File: src/rtl/btn_press_classifier.sv
// N-channel push-button front end: synchroniser, tick-based debouncer and
// SHORT/LONG press classifier per channel, all sharing one tick divider.
module btn_press_classifier #(
   parameter int N_BTN          = 4,
   parameter int TICK_CYCLES    = 50000,
   parameter int DEBOUNCE_TICKS = 20,
   parameter int LONG_TICKS     = 5000,
   parameter bit ACTIVE_LOW     = 1'b0
) (
   input  logic             clk,
   input  logic             rst_n,
   input  logic [N_BTN-1:0] btn_in,
   output logic [N_BTN-1:0] btn_level,
   output logic [N_BTN-1:0] short_pulse,
   output logic [N_BTN-1:0] long_pulse,
   output logic [N_BTN-1:0] long_held
);

   localparam int TW = (TICK_CYCLES > 1) ? $clog2(TICK_CYCLES) : 1;
   localparam int DW = $clog2(DEBOUNCE_TICKS + 1);
   localparam int HW = $clog2(LONG_TICKS + 1);
   localparam logic [TW-1:0] TICK_LAST = TW'(TICK_CYCLES - 1);
   localparam logic [DW-1:0] DB_LAST   = DW'(DEBOUNCE_TICKS - 1);
   localparam logic [HW-1:0] HOLD_LAST = HW'(LONG_TICKS - 1);

   typedef enum logic [1:0] {IDLE, PRESS, LONG} state_t;

   logic [TW-1:0]    tick_cnt_reg;
   logic             tick;
   logic [N_BTN-1:0] sync1_reg;
   logic [N_BTN-1:0] sync2_reg;
   logic [N_BTN-1:0] sync;

   assign tick = (tick_cnt_reg == TICK_LAST);
   assign sync = sync2_reg ^ {N_BTN{ACTIVE_LOW}};

   always_ff @(posedge clk) begin
      if (!rst_n) begin
         tick_cnt_reg <= '0;
         sync1_reg    <= '0;
         sync2_reg    <= '0;
      end else begin
         tick_cnt_reg <= tick ? '0 : tick_cnt_reg + TW'(1);
         sync1_reg    <= btn_in;
         sync2_reg    <= sync1_reg;
      end
   end

   genvar gi;
   generate
      for (gi = 0; gi < N_BTN; gi++) begin : g_ch
         logic [DW-1:0] db_cnt_reg;
         logic          level_reg;
         state_t        state_reg, state_next;
         logic [HW-1:0] hold_cnt_reg, hold_cnt_next;
         logic          short_reg, short_next;
         logic          long_reg, long_next;
         logic          held_reg, held_next;

         // Any return to the current level restarts the stability window.
         always_ff @(posedge clk) begin
            if (!rst_n) begin
               db_cnt_reg <= '0;
               level_reg  <= 1'b0;
            end else if (sync[gi] == level_reg) begin
               db_cnt_reg <= '0;
            end else if (tick) begin
               if (db_cnt_reg == DB_LAST) begin
                  level_reg  <= sync[gi];
                  db_cnt_reg <= '0;
               end else begin
                  db_cnt_reg <= db_cnt_reg + DW'(1);
               end
            end
         end

         always_ff @(posedge clk) begin
            if (!rst_n) begin
               state_reg    <= IDLE;
               hold_cnt_reg <= '0;
               short_reg    <= 1'b0;
               long_reg     <= 1'b0;
               held_reg     <= 1'b0;
            end else begin
               state_reg    <= state_next;
               hold_cnt_reg <= hold_cnt_next;
               short_reg    <= short_next;
               long_reg     <= long_next;
               held_reg     <= held_next;
            end
         end

         // Release is tested before the threshold tick so it wins a tie.
         always_comb begin
            state_next    = state_reg;
            hold_cnt_next = hold_cnt_reg;
            short_next    = 1'b0;
            long_next     = 1'b0;
            held_next     = held_reg;
            case (state_reg)
               IDLE: begin
                  if (level_reg) begin
                     state_next    = PRESS;
                     hold_cnt_next = '0;
                  end
               end
               PRESS: begin
                  if (!level_reg) begin
                     state_next = IDLE;
                     short_next = 1'b1;
                  end else if (tick) begin
                     if (hold_cnt_reg == HOLD_LAST) begin
                        state_next = LONG;
                        long_next  = 1'b1;
                        held_next  = 1'b1;
                     end else begin
                        hold_cnt_next = hold_cnt_reg + HW'(1);
                     end
                  end
               end
               LONG: begin
                  if (!level_reg) begin
                     state_next = IDLE;
                     held_next  = 1'b0;
                  end
               end
               default: state_next = IDLE;
            endcase
         end

         assign btn_level[gi]   = level_reg;
         assign short_pulse[gi] = short_reg;
         assign long_pulse[gi]  = long_reg;
         assign long_held[gi]   = held_reg;
      end
   endgenerate

endmodule

File: config.mk
export PLATFORM = sky130hd
export DESIGN_NAME = btn_press_classifier
export DESIGN_NICKNAME = d
export VERILOG_FILES = /design/src/rtl/btn_press_classifier.sv
export SDC_FILE = /design/constraint.sdc
export NUM_CORES = 1
export LEC_CHECK = 0
export CAP_MARGIN = 0
export CORE_UTILIZATION = 30
export CTS_CLUSTER_DIAMETER = 150
export DETAILED_ROUTE_END_ITERATION = 8
export PLACE_DENSITY = 0.47
export REMOVE_ABC_BUFFERS = 1
export SYNTH_ARGS = -nofsm -noshare
export SYNTH_HDL_FRONTEND = slang
export SYNTH_SLANG_ARGS = --single-unit
File: constraint.sdc
create_clock -name clk -period 2.8 [get_ports clk]
set_input_delay 0.42 -clock clk [delete_from_list [all_inputs] [get_ports clk]]
set_output_delay 0.42 -clock clk [all_outputs]
set_load 0.02 [all_outputs]
==> metrics.yaml <==
syn-instance-count: 702
die_width_um: 142
globalplace.congestion: 0.819
seqCellArea_um2: 2400
relSlewSlack_pct: 53.8
synth_cell_types: 64
syn_avg_cell_area_um2: 8.36
cts_tree: "built"
postPlaceCellArea_um2: 6310
area_growth_pct: 18.2
ys.flop_type: "dfxtp_1"
clk_latency_ps: 410
start_kind: "flop"
period_needed_ps: 2660
drive_gt1_share_pct: 9.38
die_y_um: 142
start_util_pct: 31.0
drv_cap: 0
final-hold-violation-count: 0
grt_pass1_wl_um: 24500
drt-total-wl_um: 14200
port-buffer-count: 21
fin_nets: 728
finClkSkew_ps: 10.6
dr.pass1.iters: 5
leakage_nw: 2.36
clk_pin_slew_worst_paths_ps: 50
clkSinkCount: 120
multi_input_area_um2: 3190
synth-edff-count: 0
outcome: "finished clean"
pwr_density_cell_nw_per_um2: 592
seq_area_frac_synth_pct: 40.9
grt_util_all_layers_pct: 15.2
numCtsBuffers: 17
hold_class: "flop to flop"
setup_violations: 0
crit_type: "flop to flop"
max_freq_ghz: 0.375
crit_arrival_ps: 3000
core_um2: 19000
max-clock-path-buffers: 2
cts_resized: 0
vias: 5152
vias_per_cell: 5.23
async_flop_share_pct: 0
critPathCaptureType: "flop"
path_max_fanout: 7
antennaDiodeCount: 0
ios: 22
drt_iter0_markers: 351
worstMarginPinSlew_ps: 687
vdd_drop_max_v: 0.000384
placed_cells: 954
synth_top_cells_by_area: "dfxtp_1 (41%), nor2_1 (4.9%), nand2_1 (4.2%), nand3_1 (3.3%), a21oi_1 (2.7%)"
period_share_pct: 95.1
postCtsSetupRepairBufs: 0
largest_reg_flops: 52
synth.cell_area_um2: 5870
yosysTopAreaCellShare_pct: 40.9
fp-row-count: 50
root_buffer: "clkbuf_16"
antenna_found_initial: 0
grt_remaining_overflow: 0
design.die.area_um2: 20100
synth_warnings: 0
holdBufCountCts: 0
grt_max_degree: 46
instances_no_fill: 985
synth_top_area_cell: "dfxtp_1"
synth-seq-cells: 120
crit_required_ps: 3130
final_area_um2: 6940
fillers: 1865
hpwl_um: 9570
finalMaxSlewViolations: 0
drc_errors: 0
htree_num_levels: 4
routedWlPerCell_um: 14.4
ant_nets: 0
rsz0062_at_grt: "false"
grt_pass1_vias: 4937
-- final cells by class --
cell class	instances	area share, %
tap	260	4.69
multi-input combinational	525	46.0
inverter	7	0.379
clock inverter	9	2.09
clock buffer	22	6.98
sequential	120	34.6
timing repair buffer	42	5.23
-- cells by family after synthesis --
logic type               Yosys count  synth area share (%)
AO/OA/AOI/OAI                    142                  16.2
XOR/XNOR                          30                  4.48
adder cells (fa/ha/maj)            9                  1.92
buffers and inverters             57                  4.84
flip-flops                       120                  40.9
multiplexers                       7                  1.22
AND/OR/NAND/NOR                  337                  30.4
-- synthesized netlist by cell type (all sizes together), types with 6 or more instances --
cell type / count
or4: 7
ha: 9
and3: 17
nor4b: 7
a21oi: 32
o211ai: 13
buf: 19
inv: 7
o31ai: 12
nand4: 22
and2: 11
mux2i: 6
nand3: 39
dfxtp: 120
xnor2: 14
nor2b: 14
nand2b: 13
clkbuf: 31
xor2: 16
nor2: 77
nor3: 19
nand2: 66
o21ai: 30
nor4: 13
a31oi: 11
-- path summary, 6_finish.rpt --
kind	start	to	slack (ps)	cells after the start
setup / recovery	tick_cnt_reg[4]	g_ch[3].hold_cnt_reg[10]	140	6
setup reg to reg	tick_cnt_reg[4]	g_ch[3].hold_cnt_reg[10]	140	6
hold / removal	sync1_reg[2]	sync[2]	430	1
hold reg to reg	sync1_reg[2]	sync[2]	430	1
-- worst max-delay path: stages (launching register included) --
cell and delay (ps):
dfxtp_1 350, or4b_4 590, or4_4 570, or4b_1 600, buf_4 190, nand2b_1 130
o21ai_0 160
-- stage by stage --
step | hold slack [ps] | setup slack [ps] | total power, mW | utilization [%] | setup TNS, ps
2_1_floorplan | 412 | -2350 | 1.78 | - | -109870
5_1_grt | 452 | 12.7 | 4.26 | 36.6 | 0
3_3_place_gp | 414 | 214 | 1.82 | 33.3 | 0
3_5_place_dp | 418 | 160 | 1.82 | 33.3 | 0
4_1_cts | 431 | 136 | 4.17 | 36.6 | 0
6_report | 430 | 136 | 4.11 | 36.6 | 0
-- where the power goes --
group	total, mW	switching (mW)	internal [mW]
registers	1.72	0.00496	1.72
logic	0.0563	0.0385	0.0178
clock network	2.33	0.757	1.57
-- metal layers --
metal	global-route usage (%)	part of all wire (%)	routed length (um)	vias to the layer above
li1	-	-	-	2584
met1	19.9	50	7040	2466
met2	24.1	45	6450	89
met3	3.75	3.4	482	13
met4	5.72	1.5	209	0
met5	0	0	0	-
-- layout by cell type (no fill, tap or decap), types with 16 or more instances in the layout --
cell type,n
xor2_1,16
nor2_1,77
nand2_1,66
and3_1,17
nand4_1,22
nor3_1,19
a21oi_1,32
nand3_1,39
clkdlybuf4s50_1,20
clkbuf_16,17
dfxtp_1,120
buf_4,21
o21ai_0,29
(Power assumes the default switching activity.)
